**src/rtl/if_pc_redirect.sv**
```systemverilog
// +----------------------------------------------------------------------------+
// | if_pc_redirect : fetch PC owner; sequential advance, hold, MEM redirect     |
// | and wrong-path squash. Optional PC_REDIRECT_STATS_EN adds event counters.   |
// | Revision: 1.0                                                               |
// +----------------------------------------------------------------------------+
`default_nettype none

module if_pc_redirect #(
  parameter int          XLEN     = 32,
  parameter logic [31:0] RESET_PC = 32'h0,
  parameter int          PC_STEP  = 4
) (
  input  logic            clk,
  input  logic            rst_n,
  input  logic            PC_Src,
  input  logic [XLEN-1:0] branch_target,
  input  logic            stall,
  input  logic            imem_ready,
  output logic [XLEN-1:0] pc_out,
  output logic [XLEN-1:0] pc_plus4,
  output logic            fetch_valid,
  output logic            flush_if_id,
  output logic            flush_id_ex,
  output logic            flush_ex_mem,
  output logic            misalign_err
`ifdef PC_REDIRECT_STATS_EN
  ,
  output logic [31:0]     redirect_cnt,
  output logic [31:0]     hold_cnt
`endif
);

  localparam logic [1:0] c_st_boot = 2'd0;
  localparam logic [1:0] c_st_run  = 2'd1;
  localparam logic [1:0] c_st_halt = 2'd2;

  localparam logic [XLEN-1:0] c_reset_pc = XLEN'(RESET_PC);
  localparam logic [XLEN-1:0] c_pc_step  = XLEN'(PC_STEP);

  logic [1:0]      r_state;
  logic [1:0]      w_state_nxt;
  logic [XLEN-1:0] r_pc;
  logic [XLEN-1:0] w_pc_nxt;
  logic            r_misalign;
  logic            w_run;
  logic            w_target_aligned;
  logic            w_redirect;
  logic            w_misalign;
  logic            w_hold;
  logic            w_flush;

  assign w_run            = (r_state == c_st_run);
  assign w_target_aligned = (branch_target[1:0] == 2'b00);
  assign w_redirect       = w_run & PC_Src & w_target_aligned;
  assign w_misalign       = w_run & PC_Src & ~w_target_aligned;
  assign w_hold           = w_run & ~PC_Src & (stall | ~imem_ready);

  // State register, together with the PC and the sticky error it controls
  always_ff @(posedge clk) begin
    if (!rst_n) begin
      r_state    <= c_st_boot;
      r_pc       <= c_reset_pc;
      r_misalign <= 1'b0;
    end else begin
      r_state <= w_state_nxt;
      r_pc    <= w_pc_nxt;
      if (w_misalign) begin
        r_misalign <= 1'b1;
      end
    end
  end

  always_comb begin
    w_state_nxt = r_state;
    w_pc_nxt    = r_pc;
    case (r_state)
      c_st_boot: begin
        w_state_nxt = c_st_run;
      end
      c_st_run: begin
        // Redirect beats hold: an outstanding fetch is abandoned on a taken branch
        if (w_redirect) begin
          w_pc_nxt = branch_target;
        end else if (w_misalign) begin
          w_state_nxt = c_st_halt;
        end else if (!w_hold) begin
          w_pc_nxt = r_pc + c_pc_step;
        end
      end
      c_st_halt: begin
        w_state_nxt = c_st_halt;
      end
      default: begin
        w_state_nxt = c_st_halt;
      end
    endcase
  end

  always_comb begin
    fetch_valid = 1'b0;
    w_flush     = 1'b0;
    case (r_state)
      c_st_run: begin
        fetch_valid = 1'b1;
        w_flush     = PC_Src;
      end
      default: begin
        fetch_valid = 1'b0;
        w_flush     = 1'b0;
      end
    endcase
  end

  assign pc_out       = r_pc;
  assign pc_plus4     = r_pc + c_pc_step;
  assign flush_if_id  = w_flush;
  assign flush_id_ex  = w_flush;
  assign flush_ex_mem = w_flush;
  assign misalign_err = r_misalign;

`ifdef PC_REDIRECT_STATS_EN
  logic [31:0] r_redirect_cnt;
  logic [31:0] r_hold_cnt;

  always_ff @(posedge clk) begin
    if (!rst_n) begin
      r_redirect_cnt <= 32'd0;
      r_hold_cnt     <= 32'd0;
    end else begin
      if (w_redirect) begin
        r_redirect_cnt <= r_redirect_cnt + 32'd1;
      end
      if (w_hold) begin
        r_hold_cnt <= r_hold_cnt + 32'd1;
      end
    end
  end

  assign redirect_cnt = r_redirect_cnt;
  assign hold_cnt     = r_hold_cnt;
`endif

endmodule

`default_nettype wire

```
**config.mk**
```make
export PLATFORM = sky130hd
export DESIGN_NAME = if_pc_redirect
export DESIGN_NICKNAME = d
export VERILOG_FILES = /design/src/rtl/if_pc_redirect.sv
export SDC_FILE = /design/constraint.sdc
export NUM_CORES = 1
export LEC_CHECK = 0
export BUFFER_PORTS_ARGS = -buffer_cell sky130_fd_sc_hd__buf_2
export CAP_MARGIN = 20
export CORE_UTILIZATION = 40
export CTS_BUF_LIST = sky130_fd_sc_hd__clkbuf_8
export DETAILED_ROUTE_END_ITERATION = 10
export PLACE_DENSITY = 0.69
export SETUP_SLACK_MARGIN = 0.3
export SLEW_MARGIN = 20
export SYNTH_ARGS = -nofsm -noshare
export SYNTH_HDL_FRONTEND = slang
export SYNTH_SLANG_ARGS = --single-unit
```
**constraint.sdc**
```tcl
create_clock -name clk -period 2.59 [get_ports clk]
set_input_delay 0.518 -clock clk [delete_from_list [all_inputs] [get_ports clk]]
set_output_delay 0.518 -clock clk [all_outputs]
set_load 0.02 [all_outputs]
```
=== After elaboration in Yosys (flattened, before gate mapping) ===
Index checks and enable logic that the tools add are counted.

* Register bits: 35
* Output and inout bits: 69
* Logic and storage cells: 30

* Add/sub/neg operators: 1
* Equal/unequal tests: 5
* Multiplexer cells: 8
* Bitwise gates (word level): 9
* Reduce and logical (&&, ||, !) cells: 4

{| class="wikitable"
|+ Operator list
! operator !! count
|-
| $mux W32 || 3
|-
| $add A32 B3 Y32 const B || 1
|-
| $ne A2 B2 Y1 const B || 3
|-
| $and A1 B1 Y1 || 5
|-
| $logic_not A2 Y1 || 2
|-
| $mux W2 || 2
|-
| $pmux W2 S2 || 1
|-
| $not A1 Y1 || 3
|-
| $reduce_and A3 Y1 || 1
|-
| $eq A2 B1 Y1 const B || 1
|-
| $mux W1 || 2
|-
| $ne A2 B1 Y1 const B || 1
|-
| $reduce_and A2 Y1 || 1
|-
| $or A1 B1 Y1 || 1
|}

=== Depth between registers and ports, before layout ===
* Depth in word-level cells: 6
* Depth in mapped cells: 7

=== Worst setup path after synthesis ===
No wires, ideal clock.

* Kind: register -> output
* From: register r_pc[2] (netlist: pc_out[2])
* To: output pc_plus4[30]
* Arrival: 1.867 ns
* Setup slack: 0.205 ns
* Stages on the path, launching flop included: 6
* Buffers on the path: 0
* Cell sequence: dfxtp_1 > ha_1 > nand4_1 > nor4_2 > nand4_1 > xnor2_1

* Longest elaborated chain between the ends: 1

{| class="wikitable"
|+ Ends and longest elaborated chain
! item !! RTL line !! source
|-
| start: declaration || 42 || <nowiki>logic [XLEN-1:0] r_pc;</nowiki>
|-
| start signal: assignment || 62 || <nowiki>r_pc <= c_reset_pc;</nowiki>
|-
| start signal: assignment || 66 || <nowiki>r_pc <= w_pc_nxt;</nowiki>
|-
| $add A32 B3 Y32 || 115 || <nowiki>assign pc_plus4 = r_pc + c_pc_step;</nowiki>
|-
| end: declaration || 20 || <nowiki>output logic [XLEN-1:0] pc_plus4,</nowiki>
|}

Every way passes these cells.

=== Worst setup path in the final report ===
* From: register r_pc[3] (netlist: pc_out[3])
* To: output pc_plus4[24]

Same word-level chain as after synthesis.

==> summary.md <==
| Metric | Value |
|---|---|
| Status | finished, final reports clean |
| DR iter-0 viols | roughly 200 |
| Leak | ~1.8 nW |
| Area Overhead vs Synth | 47.7% |
| Die Y | about 80 um |
| Register area | 766 um2 |
| Clock tree buffer depth | 2 |
| Share of post-route cells with drive strength above 1 | 47.8% |
| Die ar. | ~6500 um2 |
| Warnings, synthesis | 0 |
| Total Negative Setup Slacks | 0 ns |
| Slew @ Worst Pin | ~0.52 ns |
| Avg Cell Area, Syn | approximately 8 um2 |
| First-pass GRT wire length | between 10000 and 15000 um |
| Worst endpoint data arrival time | between 1.5 and 2 ns |
| Dpl cell area | just over 3000 um2 |
| CP Buf/Inv Count | 2 |
| Clock power share | 28.1% |
| Vias per inst | between 5 and 6 |
| Seq/Total Area, Yosys | between 20% and 30% |
| Sequential fraction of design power | between 40 and 50% |
| Post-synthesis cell area | 2470 um2 |
| # fillers | 556 |
| Post-synth EDFFs | 0 |
| Crit Path Class | reg -> out |
| Gpl congestion | approximately 0.87 |
| GRT Util Overall | 25.3% |
| DRT antenna net count | 0 |
| Worst Hold End | pc_out[16]$_SDFFE_PN0P_ |
| Clock tree sinks | 35 |
| Seq cells post-synth | 35 |
| Number of H-tree levels | 2 |
| Die X | a little over 80 um |
| Largest net degree at the start of global routing | 32 |
| Fin cells | 514 |
| Post-synth cell types | 52 |
| Sw Ratio | roughly a third |
| Post-DR wirelength/cell | roughly 16 um |
| Worst slew margin | between 60% and 70% |
| Root Buffer | clkbuf_8 |
| CP Max Fanout | 3 |
| Worst path required time | 2.07 ns |
| Combinational share of power | 26.9% |
| Finished layout cell area | between 3000 and 4000 um2 |
| DRC viols | 0 |
| Core ar. | around 6000 um2 |
| IO Count | around 110 |
| Global route hottest layer | met2 |
| Starting density of the core | just over 40% |
| Placed instance count | between 400 and 500 |
| RSZ-0062 raised after global routing | yes |
| Vias | ~2900 |
| Hold Crit Depth | 3 |
| Final Hold Fails | 0 |
| Final #Nets | ~480 |
| Most used DFF post-synth | dfxtp_1 |
| Hold_buf cts | 0 |
| Switching power | roughly 0.00046 W |
| Pre-antenna DRT Iters | 5 |
| Post-Syn Instances | between 300 and 400 |
| Final WL | 8170 um |
| Num CTS Buffers | 5 |
| Reg2reg end | pc_out[22]$_SDFFE_PN0P_ |
| Worst hold slack | roughly 0.46 ns |
| Worst path max stage delay | 0.36 ns |
| R2r setup slk | 0.70 ns |
| Largest delay share family, worst path | simple AND/OR/NAND/NOR gates |
| Crit-path slowest cell | dfxtp_4 |
| Row count | 28 |
| Max Cap Viol | 0 |
| Area occupied by multi-input gates | roughly 1800 um2 |
| Worst skew pair latency | a little under 0.3 ns |
| GRT overflow | 0 |
| Critical Path Start Type | flop |
| Final setup vio count | 0 |
| Critical Path Sink Type | primary output |
| Maximum VDD drop | 272 uV |
| Worst path cell trace | ha_4, nand4_1, buf_4, nor4_4, nand3_1, xnor2_2, buf_2 |
| Final worst path period share | between 90 and 100% |
| P_int | approximately 0.00090 W |
| DP HPWL | roughly 5500 um |
| Final Critical Period | roughly 2.4 ns |
| Syn Nets | 349 |
| Worst r2r src | pc_out[3]$_SDFFE_PN0P_ |
| Post-synth ARST share | 0% |
| Initial antenna violation count | 0 |
| Pins Over Slew Limit | 0 |
| Met3 GRT Util | 3.75% |
| Worst slack at placement | about 0.23 ns |
| Met2 Usage GRT | 41.6% |
| Grt met1 use | about a third |
| R2r worst-path depth | 9 |
| Reg clk slew, reported paths | 0.07 ns |
| Pwr dens | around 370 nW/um2 |
| CTS tree | yes |
| IO buf count | between 100 and 150 |
| Hold_sp | branch_target[16] |
| Setup WS post-layout | around 0.21 ns |
| Vias in the first global route | roughly 2600 |
| HP Class | in -> reg |
| Setup Skew | 0.00665 ns |
| Max Clock Freq | between 400 and 500 MHz |
| Ant diodes | 0 |
how the worst max path moves through the flow:
stage	start	to	slack, ns	depth (start not counted)
6_report	pc_out[3]$_SDFFE_PN0P_	pc_plus4[24]	0.21	7
5_1_grt	pc_out[3]$_SDFFE_PN0P_	pc_plus4[30]	0.11	7
4_1_cts	pc_out[3]$_SDFFE_PN0P_	pc_plus4[30]	0.14	7
3_5_place_dp	pc_out[3]$_SDFFE_PN0P_	pc_plus4[30]	0.23	6
3_3_place_gp	pc_out[3]$_SDFFE_PN0P_	pc_plus4[30]	0.33	6
2_1_floorplan	pc_out[3]$_SDFFE_PN0P_	pc_plus4[18]	0.31	5
sequential cells by signal, summed over array words and instances (netlist names):
signal	flops
r_state	2
misalign_err	1
pc_out	32
cell usage after synthesis (4+ instances only):
cell / instances / area, um2
a21oi_1: 15 / 75.1
a22o_1: 9 / 78.8
and3_1: 12 / 75.1
and4_1: 4 / 35.0
buf_1: 4 / 15.0
buf_2: 9 / 45.0
buf_4: 4 / 30.0
clkbuf_1: 12 / 45.0
dfxtp_1: 35 / 701
nand2_1: 31 / 116
nand3_1: 23 / 115
nand4_1: 13 / 81.3
nor2_1: 16 / 60.1
nor2b_1: 5 / 31.3
nor3_1: 12 / 60.1
o21a_1: 6 / 45.0
o21ai_0: 5 / 25.0
o22ai_1: 7 / 43.8
o31a_1: 8 / 70.1
xnor2_1: 21 / 184
xor2_1: 7 / 61.3
power groups by stage:
| stage | Clock, W | Sequential, W | Combinational [W] |
|---|---|---|---|
| after floorplan | 0 | 0.000647 | 0.000189 |
| after global placement | 0 | 0.000634 | 0.000314 |
| after detailed placement | 0 | 0.000636 | 0.000317 |
| after CTS | 0.000393 | 0.000610 | 0.000357 |
| after global routing | 0.000414 | 0.000617 | 0.000394 |
| final | 0.000383 | 0.000612 | 0.000366 |
worst reg2reg max path, delay by kind of cell, from the launching register on:
family | cells | cell delay (ns)
and+or+nand+nor | 4 | 0.53
buffers and inverters | 3 | 0.50
DFF | 1 | 0.36
AOI/OAI and AO/OA | 1 | 0.26
adders and majority gates | 1 | 0.13
final cells by class:
| class | count | area share (%) |
|---|---|---|
| multi-input cells | 244 | 49.2 |
| repair buffers | 149 | 24.7 |
| flip-flops and latches | 35 | 21.0 |
| well taps | 75 | 2.57 |
| clock buffers | 5 | 1.88 |
| clock inverters | 3 | 0.343 |
| inverters | 3 | 0.308 |
cells in the final DEF, fill, tap and decap left out, types with 9 or more instances in the layout:
master and count:
a21oi_1 15, xnor2_1 17, nor2_1 15, nand4_1 13, dfxtp_4 15, buf_4 49, dfxtp_1 13, buf_2 96
nand3_1 21, nand2_1 30, a22o_1 9, and3_1 12, nor3_1 9
logic make-up after synthesis:
kind of cell	after synthesis	share of synthesized area [%]
compound gates	71	20.9
xor+xnor	28	9.92
fa+ha+maj	1	0.506
buf+inv	32	5.92
flops	35	28.4
mux	1	0.405
simple gates	143	34.0
timing repair:
| action | 4_1_cts | 5_1_grt |
|---|---|---|
| pin swaps | 13 | 11 |
| buffers inserted | 20 | 11 |
| endpoints found under the setup margin | 21 | 20 |
| endpoints found under the hold margin | 0 | 0 |
| resized for setup | 53 | 19 |
metrics by stage:
stage	utilization, %	total power [W]
floorplan	-	0.000836
global placement	52.0	0.000947
detailed placement	52.0	0.000953
CTS	58.5	0.00136
global route	61.3	0.00142
finish	61.3	0.00136
metal layers:
layer	wire length, um	vias to the layer above
met1	3490	1395
met5	0	-
li1	-	1411
met3	516	8
met2	4070	123
met4	91	0
(Power assumes the default switching activity.)
